`config.mk`:
```
export PLATFORM = sky130hd
export DESIGN_NAME = video_timing_genlock
export DESIGN_NICKNAME = d
export VERILOG_FILES = /design/src/rtl/video_timing_genlock.sv
export SDC_FILE = /design/constraint.sdc
export NUM_CORES = 1
export LEC_CHECK = 0
export CORE_UTILIZATION = 50
export DETAILED_ROUTE_END_ITERATION = 12
export GPL_TIMING_DRIVEN = 0
export PLACE_DENSITY = 0.82
export RECOVER_POWER = 100
export SLEW_MARGIN = 20
export SYNTH_ARGS = -nofsm -noshare
export SYNTH_HDL_FRONTEND = slang
export SYNTH_SLANG_ARGS = --single-unit
```
`constraint.sdc`:
```
create_clock -name I_PCLK -period 4.1 [get_ports I_PCLK]
set_input_delay 0.82 -clock I_PCLK [delete_from_list [all_inputs] [get_ports I_PCLK]]
set_output_delay 0.82 -clock I_PCLK [all_outputs]
set_load 0.01 [all_outputs]
```
`src/rtl/video_timing_genlock.sv`:
```
// Parametrised video timing generator with genlock to an upstream vertical reset pulse.
// Optional test-pattern source is enabled by defining TEST_PATTERN_EN.
module video_timing_genlock #(
  parameter int H_ACT       = 640,
  parameter int H_FP        = 16,
  parameter int H_SW        = 96,
  parameter int H_BP        = 48,
  parameter int V_ACT       = 480,
  parameter int V_FP        = 10,
  parameter int V_SW        = 2,
  parameter int V_BP        = 33,
  parameter int CNT_W       = 12,
  parameter int CH_W        = 8,
  parameter bit HS_POL      = 1'b0,
  parameter bit VS_POL      = 1'b0,
  parameter int LOCK_FRAMES = 2
) (
  input  logic                I_PCLK,
  input  logic                I_RST_N,
  input  logic                I_EN,
  input  logic                I_VRST,
  input  logic [CNT_W-1:0]    I_LOCK_LINE_OFS,
  input  logic [1:0]          I_TP_MODE,
  input  logic [3*CH_W-1:0]   I_PIX_DATA,
  output logic                O_DE,
  output logic                O_HS,
  output logic                O_VS,
  output logic [CNT_W-1:0]    O_HCNT,
  output logic [CNT_W-1:0]    O_VCNT,
  output logic [3*CH_W-1:0]   O_PIX_DATA,
  output logic                O_FRAME_START,
  output logic                O_LOCKED
);

  localparam int H_TOTAL     = H_SW + H_BP + H_ACT + H_FP;
  localparam int V_TOTAL     = V_SW + V_BP + V_ACT + V_FP;
  localparam int H_ACT_START = H_SW + H_BP;
  localparam int H_ACT_END   = H_ACT_START + H_ACT;
  localparam int V_ACT_START = V_SW + V_BP;
  localparam int V_ACT_END   = V_ACT_START + V_ACT;
  localparam int MC_W        = (LOCK_FRAMES < 2) ? 1 : $clog2(LOCK_FRAMES + 1);

  typedef enum logic {UNLOCKED, LOCKED} state_t;

  state_t            state_reg;
  logic [CNT_W-1:0]  hcnt_reg, vcnt_reg;
  logic [CNT_W-1:0]  hcnt_next, vcnt_next;
  logic [CNT_W-1:0]  h_free, v_free, ofs_clamped;
  logic [MC_W-1:0]   match_cnt_reg;
  logic [MC_W:0]     match_cnt_inc;
  logic              vrst_q_reg;
  logic              vrst_edge, match, h_wrap, reload;
  logic              hs_i, vs_i, de_i;
  logic [3*CH_W-1:0] pix_src;

  // Free-running successor of the current count, before any genlock reload
  assign h_wrap = (hcnt_reg == CNT_W'(H_TOTAL - 1));
  assign h_free = h_wrap ? '0 : hcnt_reg + CNT_W'(1);
  assign v_free = !h_wrap ? vcnt_reg :
                  (vcnt_reg == CNT_W'(V_TOTAL - 1)) ? '0 : vcnt_reg + CNT_W'(1);

  assign ofs_clamped = (I_LOCK_LINE_OFS > CNT_W'(V_TOTAL - 1)) ? CNT_W'(V_TOTAL - 1)
                                                                : I_LOCK_LINE_OFS;
  assign match     = (h_free == '0) && (v_free == ofs_clamped);
  assign vrst_edge = I_VRST & ~vrst_q_reg;

  // An unmatched edge realigns the counters in either FSM state
  assign reload    = I_EN & vrst_edge & ~match;
  assign hcnt_next = reload ? '0 : h_free;
  assign vcnt_next = reload ? ofs_clamped : v_free;

  assign match_cnt_inc = {1'b0, match_cnt_reg} + (MC_W + 1)'(1);

  assign hs_i = (hcnt_reg < CNT_W'(H_SW));
  assign vs_i = (vcnt_reg < CNT_W'(V_SW));
  assign de_i = (hcnt_reg >= CNT_W'(H_ACT_START)) && (hcnt_reg < CNT_W'(H_ACT_END)) &&
                (vcnt_reg >= CNT_W'(V_ACT_START)) && (vcnt_reg < CNT_W'(V_ACT_END));

`ifdef TEST_PATTERN_EN
  localparam int BAR_W = H_ACT / 8;
  localparam int BW_W  = (BAR_W < 2) ? 1 : $clog2(BAR_W);

  logic [BW_W-1:0]   bar_w_reg;
  logic [2:0]        bar_idx_reg;
  logic [2:0]        bar_rgb;
  logic [CH_W-1:0]   ramp_val;
  logic [3*CH_W-1:0] bar_pix, ramp_pix;

  // Bar position tracks the current hcnt; restarts where the active region begins
  always_ff @(posedge I_PCLK or negedge I_RST_N) begin
    if (!I_RST_N) begin
      bar_w_reg   <= '0;
      bar_idx_reg <= '0;
    end else if (I_EN) begin
      if (hcnt_next == CNT_W'(H_ACT_START)) begin
        bar_w_reg   <= '0;
        bar_idx_reg <= '0;
      end else if (bar_w_reg == BW_W'(BAR_W - 1)) begin
        bar_w_reg   <= '0;
        bar_idx_reg <= bar_idx_reg + 3'd1;
      end else begin
        bar_w_reg <= bar_w_reg + BW_W'(1);
      end
    end
  end

  // {R,G,B} on/off for white, yellow, cyan, green, magenta, red, blue, black
  assign bar_rgb  = {~bar_idx_reg[1], ~bar_idx_reg[2], ~bar_idx_reg[0]};
  assign ramp_val = CH_W'(hcnt_reg) - CH_W'(H_ACT_START);

  for (genvar gi = 0; gi < 3; gi++) begin : g_chan
    assign bar_pix[gi*CH_W +: CH_W]  = {CH_W{bar_rgb[gi]}};
    assign ramp_pix[gi*CH_W +: CH_W] = ramp_val;
  end

  always_comb begin
    pix_src = I_PIX_DATA;
    case (I_TP_MODE)
      2'd1:    pix_src = bar_pix;
      2'd2:    pix_src = ramp_pix;
      2'd3:    pix_src = '1;
      default: pix_src = I_PIX_DATA;
    endcase
  end
`else
  logic unused_tp_mode;
  assign unused_tp_mode = ^I_TP_MODE;
  assign pix_src        = I_PIX_DATA;
`endif

  always_ff @(posedge I_PCLK or negedge I_RST_N) begin
    if (!I_RST_N) begin
      state_reg     <= UNLOCKED;
      match_cnt_reg <= '0;
      hcnt_reg      <= '0;
      vcnt_reg      <= '0;
      vrst_q_reg    <= 1'b0;
      O_DE          <= 1'b0;
      O_HS          <= ~HS_POL;
      O_VS          <= ~VS_POL;
      O_HCNT        <= '0;
      O_VCNT        <= '0;
      O_PIX_DATA    <= '0;
      O_FRAME_START <= 1'b0;
      O_LOCKED      <= 1'b0;
    end else begin
      vrst_q_reg <= I_VRST;
      O_HCNT     <= hcnt_reg;
      O_VCNT     <= vcnt_reg;
      if (I_EN) begin
        hcnt_reg      <= hcnt_next;
        vcnt_reg      <= vcnt_next;
        O_DE          <= de_i;
        O_HS          <= hs_i ? HS_POL : ~HS_POL;
        O_VS          <= vs_i ? VS_POL : ~VS_POL;
        O_PIX_DATA    <= de_i ? pix_src : '0;
        O_FRAME_START <= (hcnt_reg == '0) && (vcnt_reg == '0);
        case (state_reg)
          UNLOCKED: begin
            if (vrst_edge) begin
              if (match) begin
                match_cnt_reg <= match_cnt_inc[MC_W-1:0];
                if (match_cnt_inc >= (MC_W + 1)'(LOCK_FRAMES)) begin
                  state_reg <= LOCKED;
                  O_LOCKED  <= 1'b1;
                end
              end else begin
                match_cnt_reg <= MC_W'(1);
              end
            end
          end
          LOCKED: begin
            if (vrst_edge && !match) begin
              state_reg     <= UNLOCKED;
              O_LOCKED      <= 1'b0;
              match_cnt_reg <= MC_W'(1);
            end else if (!vrst_edge && match) begin
              // Expected pulse position passed without an edge
              state_reg     <= UNLOCKED;
              O_LOCKED      <= 1'b0;
              match_cnt_reg <= '0;
            end
          end
          default: state_reg <= UNLOCKED;
        endcase
      end else begin
        O_DE          <= 1'b0;
        O_HS          <= ~HS_POL;
        O_VS          <= ~VS_POL;
        O_PIX_DATA    <= '0;
        O_FRAME_START <= 1'b0;
      end
    end
  end

endmodule
```
==> summary.md <==
| Metric | Value |
|---|---|
| Final Cycle Share | 96.9% |
| Compound-Gate Fraction of Synth Area | 14.7% |
| Max-slew violations | 0 |
| Clk pwr share | 27.6% |
| Port Buffers | 91 |
| Detailed Route WL | 12000 um |
| CP arrival | 4.21 ns |
| Tot Pwr | 1940 uW |
| Initial DRT Pass Iterations | 5 |
| Fill cells | 655 |
| Area occupied by multi-input gates | 2130 um2 |
| Leakage Power | 0.00246 uW |
| Post-route cell area | 5590 um2 |
| Final Wtd Congestion | 0.921 |
| Vias per Instance | 6.11 |
| Setup TNS | 0 ns |
| Worst flop-to-flop path startpoint | vcnt_reg[1] |
| Initial antenna violation count | 0 |
| Top Ports | 95 |
| First-pass GRT wire length | 19000 um |
| Sink Count | 81 |
| Syn_area_per_cell | 9.68 um2 |
| Synth top area cells | dfrtp_1 47%, and2_1 3.9%, nand3_1 2.7% |
| Reg2Reg Depth | 16 |
| R2r setup slk | 0.19 ns |
| Crit. End Element | flop |
| HPWL Detailed | 8900 um |
| Root buffer selected by CTS | clkbuf_8 |
| Total CTS buffers | 9 |
| Routed wire per std cell | 18.5 um |
| CP max FO | 10 |
| Maxcap violations | 0 |
| N_diodes | 0 |
| Sequential share of the synthesized area | 48.1% |
| Post-Syn Nets | 486 |
| Synth top area share | 46.8% |
| Post-synthesis async set-or-reset flop share | 100% |
| Worst-Margin Slew | 1.43 ns |
| Grt ovf | 0 |
| YS warnings | 0 |
| CTS tree | done |
| Combinational share of power | 25.5% |
| Most flop-heavy register | O_PIX_DATA |
| Adder-cell area share of the yosys netlist | 2.37% |
| Post-synthesis mux area share | 1.04% |
| Hold path cells | 0 |
| Std cell rows | 33 |
| Slew HR | 4.68% |
| Placed Area | 5290 um2 |
| Detail Route Antenna Nets | 0 |
| Main flop type after synthesis | dfrtp_1 |
| DR iter-0 viols | 236 |
| Vias | 3970 |
| Die width | 93.9 um |
| Largest family of logic cells by synthesized area | simple AND/OR/NAND/NOR gates |
| Max frequency | 252 MHz |
| Max Root-Sink Buffers | 2 |
| Hold endpoint | O_HCNT[11] |
| Top cells by count, synth | 79 x dfrtp_1, 30 x nor2_1, 29 x nand2_1 |
| Status | complete, no violations |
| DRC | 0 |
| Reg clk slew, reported paths | 0.09 ns |
| Post-Synth Simple-Gate Area | 26.9% |
| FF+latch area | 2030 um2 |
| Crit Reg-Reg Endpoint | O_LOCKED |
| Largest net degree at the start of global routing | 61 |
| Number of synthesized flops with an enable pin | 0 |
| NetSw | 642 uW |
| Required time of the worst setup path | 4.34 ns |
| Critical path startpoint category | primary input |
| Sequential power share | 46.9% |
| Synth Instances | 436 |
| Share of cells above drive strength 1 | 12.8% |
| Hold_sp | hcnt_reg[11] |
| Clk_lat worst skew | 0.36 ns |
| Hold crit path type | flop to flop |
| Setup violators final | 0 |
| Initial Util | 51.6% |
| Hold_buf cts | 0 |
| P&R area growth vs syn | 32.4% |
| Sw frac | 33.1% |
| PD cells | 347 nW/um2 |
| Final min period | 3.97 ns |
| Most common cell in the netlist | dfrtp_1 |
| Max reg flops | 24 |
| Synth Cell Area | 4220 um2 |
| Layout Cells excl Fill | 650 |
| Yosys top cell by area | dfrtp_1 |
| Global Route Usage Sum | 28.6% |
| Hold Vio Cnt, Final | 0 |
| Die span in y | 93.9 um |
| Setup CP Type | primary input to flop |
| Yosys reg bits | 81 |
| Worst VDD drop | 250 uV |
| Die Area | 8810 um2 |
| Core area | 8180 um2 |
| Vias in the first global route | 3716 |
| Clock H-tree levels | 3 |
| Power Internal | 1300 uW |
| Distinct cells, synth | 67 |
| Setup Skew | 0.0143 ns |
| Post-Synth XOR/XNOR Area | 2.28% |
| Placed Cells | 633 |
| Net count, final | 590 |
worst max-delay path, stage by stage:
cell and delay (ns):
clkdlybuf4s50_1 0.50, nor4b_4 0.28, xnor2_1 0.12, or4_1 0.53, a21bo_1 0.24, or4_1 0.55
a211oi_2 0.25, a21oi_1 0.12, buf_2 0.22, and2_2 0.27, a221o_1 0.30
layer usage:
layer | GRT usage [%] | vias up | wire, um
met3 | 5.58 | 28 | 1080
met5 | 0 | - | 0
li1 | - | 1809 | -
met4 | 11.9 | 0 | 294
met1 | 37.7 | 1906 | 4970
met2 | 46.1 | 227 | 5670
worst max path at each step:
stage                             start                to  slack (ns)  cells past startpoint
floorplan                   hcnt_reg[0]          O_LOCKED        0.56                     16
global placement                I_RST_N       hcnt_reg[4]       -0.58                      1
detailed placement  I_LOCK_LINE_OFS[10]          O_LOCKED       -0.42                     16
CTS                         vcnt_reg[5]          O_LOCKED       0.001                     16
global route                hcnt_reg[0]  match_cnt_reg[0]       -0.02                     16
finish               I_LOCK_LINE_OFS[9]       vcnt_reg[0]        0.13                     11
area by class of cell:
cell class / instances / area share [%]
buffer: 27 / 2.35
clock buffer: 9 / 2.22
clock inverter: 7 / 0.940
inverter: 17 / 1.14
multi-input combinational: 310 / 38.1
sequential: 81 / 36.3
tap: 105 / 2.35
timing repair buffer: 94 / 16.6
timing repair:
action	4_1_cts	5_1_grt
pin swaps	0	2
gates cloned	0	0
gates resized for setup	6	22
setup endpoints to repair	3	14
setup buffers	0	2
cell families (layout without fill, tap and decap cells):
family | count (synthesis) | after routing
xor gates and xnor gates | 11 | 11
muxes | 4 | 4
AOI/OAI and AO/OA | 88 | 88
buffers and inverters | 45 | 154
adders and majority gates | 8 | 8
DFF | 81 | 81
and+or+nand+nor | 199 | 199
placed cells by master (no fill, tap or decap), types with 4 or more instances in the layout:
cell,n
nor2_1,29
ha_1,7
nor3_2,5
o21ai_0,16
and3_1,8
clkdlybuf4s50_1,34
nand4_1,9
clkbuf_1,12
a21oi_1,14
xnor2_1,10
dfrtp_1,79
clkbuf_8,9
buf_4,5
nor4_1,9
nand2_1,29
and2_0,19
and2_1,7
a31oi_1,8
inv_1,17
dlygate4sd3_1,54
or4_1,7
nor3_1,16
nand2b_1,4
buf_2,11
nand3_1,22
a221o_1,6
o221ai_1,6
or3_1,5
metrics by stage:
stage / worst slack (ns) / hold WS [ns] / utilization [%]
2_1_floorplan: 0.564 / 0.349 / -
3_5_place_dp: -0.418 / 0.356 / 64.7
6_report: 0.129 / 0.376 / 68.4
4_1_cts: 0.00101 / 0.347 / 67.1
3_3_place_gp: -0.582 / 0.352 / 64.4
5_1_grt: -0.0150 / 0.390 / 68.4
power by group through the flow:
stage	Sequential [uW]	Combinational (uW)	Clock [uW]
2_1_floorplan	930	262	0
3_3_place_gp	921	470	0
3_5_place_dp	925	480	0
4_1_cts	910	489	547
5_1_grt	920	539	588
6_report	910	494	536
(Power assumes the default switching activity.)
